### src/rtl/robot_collector_pkg.sv
// Shared types for the wall-following trash collector: state encoding,
// output-decode constants {advance,turn,collect,fault} and a sizing helper.
package robot_collector_pkg;

  typedef enum logic [2:0] {
    STAND_BY    = 3'd0,
    SEARCH_WALL = 3'd1,
    FOLLOW_WALL = 3'd2,
    TURN_90     = 3'd3,
    COLLECT     = 3'd4,
    FAULT       = 3'd5
  } state_t;

  // Output word order: {advance, turn, collect, fault}
  localparam logic [3:0] OUT_IDLE    = 4'b0000;
  localparam logic [3:0] OUT_MOVE    = 4'b1000;
  localparam logic [3:0] OUT_TURN    = 4'b0100;
  localparam logic [3:0] OUT_COLLECT = 4'b0010;
  localparam logic [3:0] OUT_FAULT   = 4'b0001;

  function automatic int max3(int a, int b, int c);
    int m;
    m = (a > b) ? a : b;
    return (m > c) ? m : c;
  endfunction

endpackage

### src/rtl/robot_timer.sv
// Saturating down timer: load has priority, then count toward zero and hold.
// Ports: clock, reset (sync, active-high), load, load_value, expired (count==0).
module robot_timer #(
  parameter int W = 5
) (
  input  logic         clock,
  input  logic         reset,
  input  logic         load,
  input  logic [W-1:0] load_value,
  output logic         expired
);

  logic [W-1:0] count;

  always_ff @(posedge clock) begin
    if (reset)
      count <= '0;
    else if (load)
      count <= load_value;
    else if (count != '0)
      count <= count - 1'b1;
  end

  assign expired = (count == '0);

endmodule

### src/rtl/robot_collector_ctrl.sv
// Moore FSM for a wall-following trash-collecting robot.
// Ports: clock, reset (sync, active-high), head, left, barrier, under in;
// advance, turn, collect, fault out; with TRASH_COUNT_EN also trash_count
// and bin_full (saturating collection counter; a full bin ignores barrier).
module robot_collector_ctrl
  import robot_collector_pkg::*;
#(
  parameter int TURN_CYCLES  = 4,
  parameter int COLLECT_MAX  = 8,
  parameter int SEARCH_LIMIT = 16
`ifdef TRASH_COUNT_EN
  ,
  parameter int CNT_W        = 8
`endif
) (
  input  logic clock,
  input  logic reset,
  input  logic head,
  input  logic left,
  input  logic barrier,
  input  logic under,
  output logic advance,
  output logic turn,
  output logic collect,
  output logic fault
`ifdef TRASH_COUNT_EN
  ,
  output logic [CNT_W-1:0] trash_count,
  output logic             bin_full
`endif
);

  localparam int TW =
    $clog2(max3(TURN_CYCLES, COLLECT_MAX, SEARCH_LIMIT) + 1);

  // Timer holds N-1 on entry, so expiry is seen in the Nth cycle.
  localparam logic [TW-1:0] TURN_LD   = TW'(TURN_CYCLES - 1);
  localparam logic [TW-1:0] COLL_LD   = TW'(COLLECT_MAX - 1);
  localparam logic [TW-1:0] SEARCH_LD = TW'(SEARCH_LIMIT - 1);

  state_t        state, next;
  logic          load, reload, expired, full, brr;
  logic [TW-1:0] load_value;
  logic [3:0]    out;

  robot_timer #(.W(TW)) u_timer (
    .clock      (clock),
    .reset      (reset),
    .load       (load),
    .load_value (load_value),
    .expired    (expired)
  );

  always_ff @(posedge clock) begin
    if (reset)
      state <= STAND_BY;
    else
      state <= next;
  end

  assign brr = barrier & ~full;

  always_comb begin
    next   = state;
    reload = 1'b0;
    unique case (state)
      STAND_BY:    next = SEARCH_WALL;
      SEARCH_WALL: begin
        if (brr)          next = COLLECT;
        else if (head)    next = TURN_90;
        else if (left)    next = FOLLOW_WALL;
        else if (expired) next = TURN_90;
      end
      FOLLOW_WALL: begin
        if (brr)        next = COLLECT;
        else if (head)  next = TURN_90;
        else if (!left) next = SEARCH_WALL;
      end
      TURN_90: begin
        if (brr) next = COLLECT;
        else if (expired) begin
          if (head)      reload = 1'b1;
          else if (left) next = FOLLOW_WALL;
          else           next = SEARCH_WALL;
        end
      end
      COLLECT: begin
        if (!brr)
          next = left ? FOLLOW_WALL : SEARCH_WALL;
        else if (expired)
          next = FAULT;
      end
      FAULT:   next = FAULT;
      default: next = STAND_BY;
    endcase
    if (under && state != FAULT)
      next = STAND_BY;
  end

  always_comb begin
    load_value = '0;
    unique case (next)
      SEARCH_WALL: load_value = SEARCH_LD;
      TURN_90:     load_value = TURN_LD;
      COLLECT:     load_value = COLL_LD;
      default:     load_value = '0;
    endcase
    load = (next != state) | reload;
  end

  always_comb begin
    out = OUT_IDLE;
    unique case (state)
      SEARCH_WALL,
      FOLLOW_WALL: out = OUT_MOVE;
      TURN_90:     out = OUT_TURN;
      COLLECT:     out = OUT_COLLECT;
      FAULT:       out = OUT_FAULT;
      default:     out = OUT_IDLE;
    endcase
  end

  assign {advance, turn, collect, fault} = out;

`ifdef TRASH_COUNT_EN
  logic [CNT_W-1:0] count;
  logic             done;

  // A completed collection leaves COLLECT toward a wall state;
  // timeouts and standby requests do not count.
  assign done = (state == COLLECT) &&
                (next == SEARCH_WALL || next == FOLLOW_WALL);

  always_ff @(posedge clock) begin
    if (reset)
      count <= '0;
    else if (done && !full)
      count <= count + 1'b1;
  end

  assign full        = &count;
  assign trash_count = count;
  assign bin_full    = full;
`else
  assign full = 1'b0;
`endif

endmodule

### config.mk
export PLATFORM = sky130hd
export DESIGN_NAME = robot_collector_ctrl
export DESIGN_NICKNAME = d
export VERILOG_FILES = /design/src/rtl/robot_collector_pkg.sv /design/src/rtl/robot_timer.sv /design/src/rtl/robot_collector_ctrl.sv
export SDC_FILE = /design/constraint.sdc
export NUM_CORES = 1
export LEC_CHECK = 0
export CAP_MARGIN = 30
export CORE_ASPECT_RATIO = 0.8
export CORE_MARGIN = 2
export CORE_UTILIZATION = 30
export CTS_CLUSTER_SIZE = 30
export DETAILED_ROUTE_END_ITERATION = 10
export PLACE_DENSITY = 0.54
export SLEW_MARGIN = 10
export SYNTH_ARGS = -nofsm -noshare
export SYNTH_HDL_FRONTEND = slang
export SYNTH_SLANG_ARGS = --single-unit
### constraint.sdc
create_clock -name clock -period 5.5 [get_ports clock]
set_input_delay 1.1 -clock clock [delete_from_list [all_inputs] [get_ports clock]]
set_output_delay 1.1 -clock clock [all_outputs]
set_load 0.03 [all_outputs]
==> impl_metrics.env <==
export IMPL_worstMarginPinSlew_ps=757
export IMPL_hold_path_end="u_timer.count[4]"
export IMPL_clk_pin_slew_ps=60
export IMPL_fin_crit_sh_pct=59.5
export IMPL_power_per_cell_area_nw_per_um2=251
export IMPL_initial_core_util_pct=30.8
export IMPL_maxCapViolations=0
export IMPL_ctsHoldBuffers=0
export IMPL_die_area_sq_um=3210
export IMPL_post_synth_top_area_cell="dfxtp_1"
export IMPL_met3_usage_pct=4.19
export IMPL_regArea_sq_um=160
export IMPL_skew_ps=10.5
export IMPL_firstDrtPassIters=4
export IMPL_arrival_ps=2170
export IMPL_finalPower_mw=0.232
export IMPL_r2r_end="u_timer.count[3]"
export IMPL_maxSlewViolCount=0
export IMPL_max_freq_mhz=306
export IMPL_cts_max_level=1
export IMPL_antenna_found_initial=0
export IMPL_wl_per_cell_microns=12.3
export IMPL_hold_path_depth=2
export IMPL_slew_headroom_pct=48.8
export IMPL_grt_busiest_layer="met2"
export IMPL_gp_congestion=0.787
export IMPL_dp_hpwl_mm=1.37
export IMPL_rr_worst_depth=8
export IMPL_grt_pass1_wl_mm=3.00
export IMPL_drt_wl_total_mm=1.83
export IMPL_reg2reg_slack_ps=3140
export IMPL_dp_slack_ps=2350
export IMPL_cp_data_required_time_ps=4400
export IMPL_grt_pass1_vias=685
export IMPL_cts_num_sinks=8
export IMPL_seq_area_frac_synth_pct=19.3
export IMPL_cts_tree="yes"
export IMPL_grtUsageTotal_pct=11.7
export IMPL_crit_fanout=20
export IMPL_fillCellCount=297
export IMPL_overflow=0
export IMPL_synth_top_cell_area_share_pct=19.3
export IMPL_cts_resized=0
export IMPL_worst_slack_ps=2230
export IMPL_dp_cells=146
export IMPL_row_count=17
export IMPL_num_nets_final=121
export IMPL_final_util_pct=34.2
export IMPL_synth_seq_cells=8
export IMPL_antenna_cells=0
export IMPL_syn_area_sq_um=831
export IMPL_die_width_microns=62.8
export IMPL_pin_count=10
export IMPL_clkLatencyLatePin_ps=260
export IMPL_clock_path_buffers=2
export IMPL_ant_nets=0
export IMPL_fin_cells=149
export IMPL_hp_class="flip-flop to flip-flop"
export IMPL_status="finished, final reports clean"
export IMPL_tns_ps=0
export IMPL_hold_violations=0
export IMPL_start_kind="flip-flop"
export IMPL_period_minus_slack_ps=3270
export IMPL_area_delta_synth_final_pct=11.3
export IMPL_vias=767
export IMPL_portBuffers=9
export IMPL_path_class="flip-flop to primary output"
export IMPL_min_from="u_timer.count[4]"
export IMPL_cts_root_buf="clkbuf_4"
export IMPL_avgViaCountPerCell=5.15
export IMPL_grt_max_degree=21
export IMPL_use_met2_pct=19.2
export IMPL_synth_cells=107
export IMPL_postSynthAreaPerCell_sq_um=7.76
export IMPL_rsz0062_at_grt="no"
export IMPL_ir_drop_uv=148
export IMPL_drive_gt1_share_pct=11.7
export IMPL_remaining_drc_errors=0
export IMPL_critPathCaptureType="primary output"
export IMPL_use_met1_pct=15.5
export IMPL_synth_area_leaders="dfxtp_1 19%, nor2_1 7.2%, buf_6 4.1%, a211oi_2 3.0%, ha_1 3.0%"
export IMPL_p_leak_nw=0.343
export IMPL_regToRegStartpoint="u_timer.count[0]"
export IMPL_post_cts_buffers=0
export IMPL_die_h_microns=51.1
export IMPL_finalSetupViolCount=0
export IMPL_yosys_cell_types_count=49
export IMPL_drt_iter0_markers=15
export IMPL_cts_made_buffers=3
export IMPL_core_sq_um=2700
export IMPL_multi_input_comb_area_sq_um=582
export IMPL_yosys_warnings=0
export IMPL_synth_fp_nets=115
-- cells in the mapped netlist, drive strengths merged --
master / instances
a22o: 1
o22ai: 1
nor2: 16
o21a: 1
o21ai: 3
a21boi: 1
or2b: 2
dfxtp: 8
a211oi: 3
o32ai: 1
and2b: 1
nand3: 4
nor4b: 1
nor2b: 3
nor3b: 2
or3: 3
o2bb2ai: 1
mux2i: 2
a21bo: 1
a221oi: 1
or4b: 1
a31oi: 2
a21oi: 4
a21o: 1
a221o: 1
o32a: 1
xor2: 2
nand2b: 2
nand2: 6
inv: 6
a2bb2oi: 1
ha: 2
a211o: 2
clkdlybuf4s25: 1
buf: 7
nand4: 3
xnor2: 2
nor3: 6
a32oi: 1
-- critical path, cell delays in order (launching register included) --
cell and delay, ps:
dfxtp_1 760, inv_1 230, nor3_1 230, clkdlybuf4s50_1 700
-- layout by cell type, fill, tap and decap left out, types with 2 or more instances in the layout --
master,netlist,routed
a211oi_2,2,2
a21oi_1,3,3
a31oi_1,2,2
clkbuf_4,0,3
clkdlybuf4s50_1,0,9
dfxtp_1,8,8
ha_1,2,2
inv_1,6,6
mux2i_1,2,2
nand2_1,5,5
nand2b_1,2,2
nand3_1,3,3
nand4_1,2,2
nor2_1,16,16
nor2b_1,3,3
nor3_1,5,5
nor3b_1,2,2
o21ai_0,3,3
or2b_1,2,2
or3_1,2,2
xnor2_1,2,2
xor2_1,2,2
-- per-layer routing --
layer	up-vias	routed length, microns
met5	-	0
met4	0	0
met2	25	813
li1	398	-
met3	0	102
met1	344	912
-- cell type report --
class,count,share of cell area [%]
Clock buffer,3,2.44
Inverter,6,2.44
Tap cell,38,5.14
Multi-Input combinational cell,85,62.9
Sequential cell,8,17.3
Timing Repair Buffer,9,9.74
-- worst max-delay path by stage --
stage | startpoint | endpoint | slack (ps) | cells past startpoint
floorplan | barrier | u_timer.count[0] | 2900 | 7
global placement | barrier | u_timer.count[0] | 2390 | 7
detailed placement | barrier | u_timer.count[1] | 2350 | 7
CTS | state[1] | turn | 2240 | 3
global route | state[1] | turn | 2120 | 3
finish | state[1] | turn | 2230 | 3
-- through the flow --
stage	hold slack, ps	area [sq um]
floorplan	534	831
finish	613	925
detailed placement	593	902
global route	666	925
CTS	601	925
global placement	586	902
-- logic make-up (layout without fill, tap and decap cells) --
group                    count (synthesis)  after routing  share of synthesized area (%)
AND/OR/NAND/NOR                         50             50                           33.9
AO/OA/AOI/OAI                           27             27                           26.5
buffers and inverters                   14             18                           10.7
flip-flops                               8              8                           19.3
XOR/XNOR                                 4              4                           4.22
adder cells (fa/ha/maj)                  2              2                           3.01
multiplexers                             2              2                           2.41
-- power by group --
part	internal, mW	switching (mW)	total [mW]	leakage (nW)
Sequential	0.0672	0.0125	0.0797	0.0658
Combinational	0.0466	0.0601	0.107	0.264
Clock	0.0250	0.0203	0.0453	0.0138
-- state kept, by name (all words and copies together), names as in the netlist --
signal and flops:
u_timer.count 5, state 3
No activity file was read; power rests on OpenSTA's default activity.
